## src/rtl/csr_access_unit.sv

```systemverilog
// csr_access_unit
// Initiator side of the CSR register-file port. Runs one Zicsr instruction
// (CSRRW/CSRRS/CSRRC and their immediate forms) as a read-modify-write
// sequence for the execute stage. It returns the pre-write CSR value, or
// reports the access as illegal.
module csr_access_unit #(
    parameter int XLEN = 32
) (
    input  logic            clk,
    input  logic            rst,

    // Request from the execute stage
    input  logic            req_valid,
    output logic            req_ready,
    input  logic [2:0]      req_funct3,
    input  logic [11:0]     req_addr,
    input  logic [XLEN-1:0] req_src,
    input  logic            req_src_nz,
    input  logic            flush,

    // Response back to the pipeline
    output logic            rsp_valid,
    input  logic            rsp_ready,
    output logic [XLEN-1:0] rsp_rdata,
    output logic            rsp_illegal,

    // Port to the CSRs block
    output logic            csr_w,
    output logic [11:0]     csr_addr,
    output logic [XLEN-1:0] csr_din,
    input  logic [XLEN-1:0] csr_dout
);

    typedef enum logic [1:0] {
        S_IDLE,
        S_READ,
        S_WRITE,
        S_RESP
    } state_t;

    typedef enum logic [1:0] {
        OP_NONE,
        OP_WRITE,
        OP_SET,
        OP_CLEAR
    } op_t;

    state_t          state_q,  state_d;
    logic [2:0]      funct3_q, funct3_d;
    logic [11:0]     addr_q,   addr_d;
    logic [XLEN-1:0] src_q,    src_d;
    logic            src_nz_q, src_nz_d;
    logic [XLEN-1:0] din_q,    din_d;
    logic [XLEN-1:0] rdata_q,  rdata_d;
    logic            illegal_q, illegal_d;

    op_t             op;
    logic            implemented;
    logic            read_only;
    logic            write_req;
    logic            access_illegal;
    logic [XLEN-1:0] new_val;

    // Decode the latched instruction: operation kind, legality and new value
    always_comb begin
        op             = OP_NONE;
        implemented    = 1'b0;
        read_only      = (addr_q[11:10] == 2'b11);
        write_req      = 1'b0;
        access_illegal = 1'b0;
        new_val        = src_q;

        // Immediate forms share the operation of their register forms;
        // funct3 000 and 100 are not CSR operations.
        case (funct3_q)
            3'b001, 3'b101: op = OP_WRITE;
            3'b010, 3'b110: op = OP_SET;
            3'b011, 3'b111: op = OP_CLEAR;
            default:        op = OP_NONE;
        endcase

        case (addr_q)
            12'hF11, 12'hF12, 12'hF13, 12'hF14,
            12'h300, 12'h301, 12'h304, 12'h305,
            12'h340, 12'h341, 12'h342, 12'h343, 12'h344:
                implemented = 1'b1;
            default:
                implemented = 1'b0;
        endcase

        // Set/clear with a zero source field is a pure read, so it is legal
        // even on read-only CSRs.
        write_req = (op == OP_WRITE) || ((op != OP_NONE) && src_nz_q);

        access_illegal = (op == OP_NONE) || !implemented || (write_req && read_only);

        case (op)
            OP_WRITE: new_val = src_q;
            OP_SET:   new_val = csr_dout | src_q;
            OP_CLEAR: new_val = csr_dout & ~src_q;
            default:  new_val = csr_dout;
        endcase
    end

    // Next-state and datapath register updates for the read-modify-write sequence
    always_comb begin
        state_d   = state_q;
        funct3_d  = funct3_q;
        addr_d    = addr_q;
        src_d     = src_q;
        src_nz_d  = src_nz_q;
        din_d     = din_q;
        rdata_d   = rdata_q;
        illegal_d = illegal_q;

        case (state_q)
            S_IDLE: begin
                if (req_valid && !flush) begin
                    funct3_d = req_funct3;
                    addr_d   = req_addr;
                    src_d    = req_src;
                    src_nz_d = req_src_nz;
                    state_d  = S_READ;
                end
            end

            S_READ: begin
                if (flush) begin
                    state_d = S_IDLE;
                end else if (access_illegal) begin
                    illegal_d = 1'b1;
                    rdata_d   = '0;
                    state_d   = S_RESP;
                end else if (write_req) begin
                    illegal_d = 1'b0;
                    rdata_d   = csr_dout;
                    din_d     = new_val;
                    state_d   = S_WRITE;
                end else begin
                    illegal_d = 1'b0;
                    rdata_d   = csr_dout;
                    state_d   = S_RESP;
                end
            end

            S_WRITE: begin
                if (flush) begin
                    state_d = S_IDLE;
                end else begin
                    state_d = S_RESP;
                end
            end

            S_RESP: begin
                if (flush || rsp_ready) begin
                    state_d = S_IDLE;
                end
            end

            default: begin
                state_d = S_IDLE;
            end
        endcase
    end

    // State and datapath registers; reset clears everything the outside world sees
    always_ff @(posedge clk) begin
        if (rst) begin
            state_q   <= S_IDLE;
            funct3_q  <= '0;
            addr_q    <= '0;
            src_q     <= '0;
            src_nz_q  <= 1'b0;
            din_q     <= '0;
            rdata_q   <= '0;
            illegal_q <= 1'b0;
        end else begin
            state_q   <= state_d;
            funct3_q  <= funct3_d;
            addr_q    <= addr_d;
            src_q     <= src_d;
            src_nz_q  <= src_nz_d;
            din_q     <= din_d;
            rdata_q   <= rdata_d;
            illegal_q <= illegal_d;
        end
    end

    // Handshakes and strobes decoded from state; flush kills the write and the response at once
    always_comb begin
        req_ready   = (state_q == S_IDLE)  && !rst && !flush;
        csr_w       = (state_q == S_WRITE) && !rst && !flush;
        rsp_valid   = (state_q == S_RESP)  && !rst && !flush;
        csr_addr    = addr_q;
        csr_din     = din_q;
        rsp_rdata   = rdata_q;
        rsp_illegal = illegal_q;
    end

endmodule

```

## config.mk

```make
export PLATFORM = sky130hd
export DESIGN_NAME = csr_access_unit
export DESIGN_NICKNAME = d
export VERILOG_FILES = /design/src/rtl/csr_access_unit.sv
export SDC_FILE = /design/constraint.sdc
export NUM_CORES = 1
export LEC_CHECK = 0
export ABC_AREA = 1
export CORE_MARGIN = 2
export CORE_UTILIZATION = 51
export DETAILED_ROUTE_END_ITERATION = 8
export PLACE_DENSITY = 0.84
export SYNTH_ARGS = -nofsm -noshare
export SYNTH_HDL_FRONTEND = slang
export SYNTH_SLANG_ARGS = --single-unit
export TNS_END_PERCENT = 50
```

## constraint.sdc

```tcl
create_clock -name clk -period 3.13 [get_ports clk]
set_input_delay 0.626 -clock clk [delete_from_list [all_inputs] [get_ports clk]]
set_output_delay 0.626 -clock clk [all_outputs]
set_load 0.005 [all_outputs]
```

==> results.ini <==
[run_status]
status=complete, no violations

[job]
cap_violations=0

[timing]
worst_slew_pin_slew_ns=1.07
hold_viol=0
finalCritPeriodShare_pct=84.9
tns_ns=0
rsz0062_at_grt=false
timing.fmax_ghz=0.377
setup_viol=0
drv_slew=0
relSlewSlack_pct=28.8
skew_ns=0.00856
fin_crit_ns=2.66
fin_hold_ws_ns=0.464

[power]
p_int_mw=2.76
p_per_area_nw_per_um2=496
leakage_nw=3.14
seq_power_share_pct=40.7
p_sw_mw=1.01
power_mw=3.78
switching_share_pct=26.8
ir_drop_v=0.000279
pwr-share-clk_pct=46.9
p_comb_share_pct=12.4

[die]
initial_core_util_pct=52.4
die-area_um2=11500
ios=165
fp.dieH_um=107
core-area_um2=10300
std_cell_rows=37
die_w_um=107

[critical_path]
endpoint_kind=output port
worstSetupStartpoint=flush
max_stage_delay_ns=0.53
crit_path_frequent_cell=clkdlybuf4s50_1
crit_chain=clkdlybuf4s50_1 -> inv_1 -> nand2_1 -> nor3_1 -> clkdlybuf4s50_1
path_max_fanout=5
slowest_stage=clkdlybuf4s50_1
r2r_start=funct3_q[1]
reg2reg_depth=7
path_class=in2out
crit_path_start_kind=input pin
cp.required_ns=2.50
critPathArrivalTime_ns=2.03

[logic_synthesis]
synth_common_cells=nand2_1, nor2_1, dfxtp_1
ys_ff_latch=114
ys_seq_area_share_pct=42.2
synth_edf_count=0
post-synth-top-count-cell=nand2_1
synth_ff_type=dfxtp_1
syn_area_um2=5410
synth.area.top_cells=dfxtp_1, nand2_1, nor2_1
synth.net_count=906
yosysWarningCount=0
yosysTopAreaCell=dfxtp_1
ys_types=27
syn_inst=821
synth_top_area_share_pct=42.2
syn_area_per_cell_um2=6.59
async_reset_ff_share_pct=0

[global_routing]
grt_usage_pct=27.9
grt_max_degree=81
first_global_vias=5397
grt_overflow=0
grt_antenna_before_repair=0
grt_pass1_wl_um=25400

[route]
highest_layer=met4
vias=5734
met1_length_um=6250
first_pass_iters=5
drt-vias-per-instance=5.18
met3WireLength_um=1190
drt_iter0_drc=348
postRouteAntennaNets=0
wl_met2_um=7610
wl_per_cell_um=14.0
drt_wl_total_um=15500
drc=0

[hold_path]
whs_path_depth=2
hold_path.class=reg2reg
worstHoldStart=rsp_rdata[24]

[final_layout]
drive_above_1_share_pct=5.77
nets=1043
n_antenna_cell=0
fin_area_um2=7610
fill_cells=868
finalNonFillerCells=1107
area_growth_pct=40.6

[clocking]
postCtsSetupRepairBufs=0
clk_pin_slew_ns=0.06
cts_made_buffers=17
cts-hold-fix-buffers=0
cts_tree=done
htree_levels=4
ctsResizeCount=0
clkLatencyLatePin_ns=0.51
cts_root_buf=clkbuf_8
cts.sinks=114
cts.path.max_buffers=2

[placed_design]
port_buffers=163
gp_congestion=0.819
placed_cells=1075
dp_hpwl_um=10200
place_area_um2=7060

## layer usage
metal	track usage [%]	up-vias
met5	0	-
met4	11.3	0
met3	6.99	37
met2	47.2	222
met1	33.9	2564
li1	-	2911
## path summary, 6_finish.rpt
check / slack, ns / to
min reg2reg: 0.46 / rsp_rdata[24]
max reg2reg: 0.86 / csr_din[15]
min: 0.46 / rsp_rdata[24]
max: 0.47 / req_ready
## power by group through the flow
stage | Clock, mW | Sequential [mW] | Combinational (mW)
after floorplan | 0 | 1.56 | 0.258
after global placement | 0 | 1.56 | 0.456
after detailed placement | 0 | 1.57 | 0.461
after CTS | 1.79 | 1.54 | 0.467
after global routing | 1.87 | 1.54 | 0.523
final | 1.77 | 1.54 | 0.468
## cells in the final DEF (no fill, tap or decap), drive strengths merged
cell             n
clkinvlp         5
clkbuf          17
nand2          175
a211oi           1
inv            112
dfxtp          114
bufinv           1
a21oi           38
or2              1
clkinv           6
a22oi            1
and2             1
nand4           63
buf             14
o21ai           48
nand3b           1
nor2           136
o211ai           1
clkdlybuf4s50  163
nand3           69
a31oi            1
nor3             3
## worst max-delay path: cells and delay by family
family,cells,cell delay [ns]
buffers and inverters,3,1.10
AND/OR/NAND/NOR,2,0.30
## stage by stage
| stage | utilization (%) | setup WS [ns] |
|---|---|---|
| finish | 73.7 | 0.474 |
| global route | 73.7 | 0.345 |
| CTS | 73.7 | 0.455 |
| detailed placement | 68.4 | 0.477 |
| global placement | 68.4 | 0.526 |
| floorplan | - | 1.28 |
## cell type report
cell class / instances / area [um2] / share of cell area, %
Multi-Input combinational cell: 539 / 2450 / 32.2
Sequential cell: 114 / 2280 / 30.0
Timing Repair Buffer: 177 / 1750 / 23.0
Clock buffer: 17 / 414 / 5.44
Inverter: 109 / 409 / 5.38
Tap cell: 136 / 170 / 2.24
Clock inverter: 15 / 135 / 1.78
## kinds of logic after synthesis
family,Yosys count,synth area share [%]
compound gates,90,8.48
buf+inv,168,12.8
flops,114,42.2
simple gates,449,36.6
## registers in the layout, summed over array words and instances, names as in the netlist
| name | cells |
|---|---|
| rsp_illegal | 1 |
| src_q | 32 |
| csr_din | 32 |
| csr_addr | 12 |
| funct3_q | 2 |
| rsp_rdata | 32 |
| src_nz_q | 1 |
| state_q | 2 |
(Power assumes the default switching activity.)
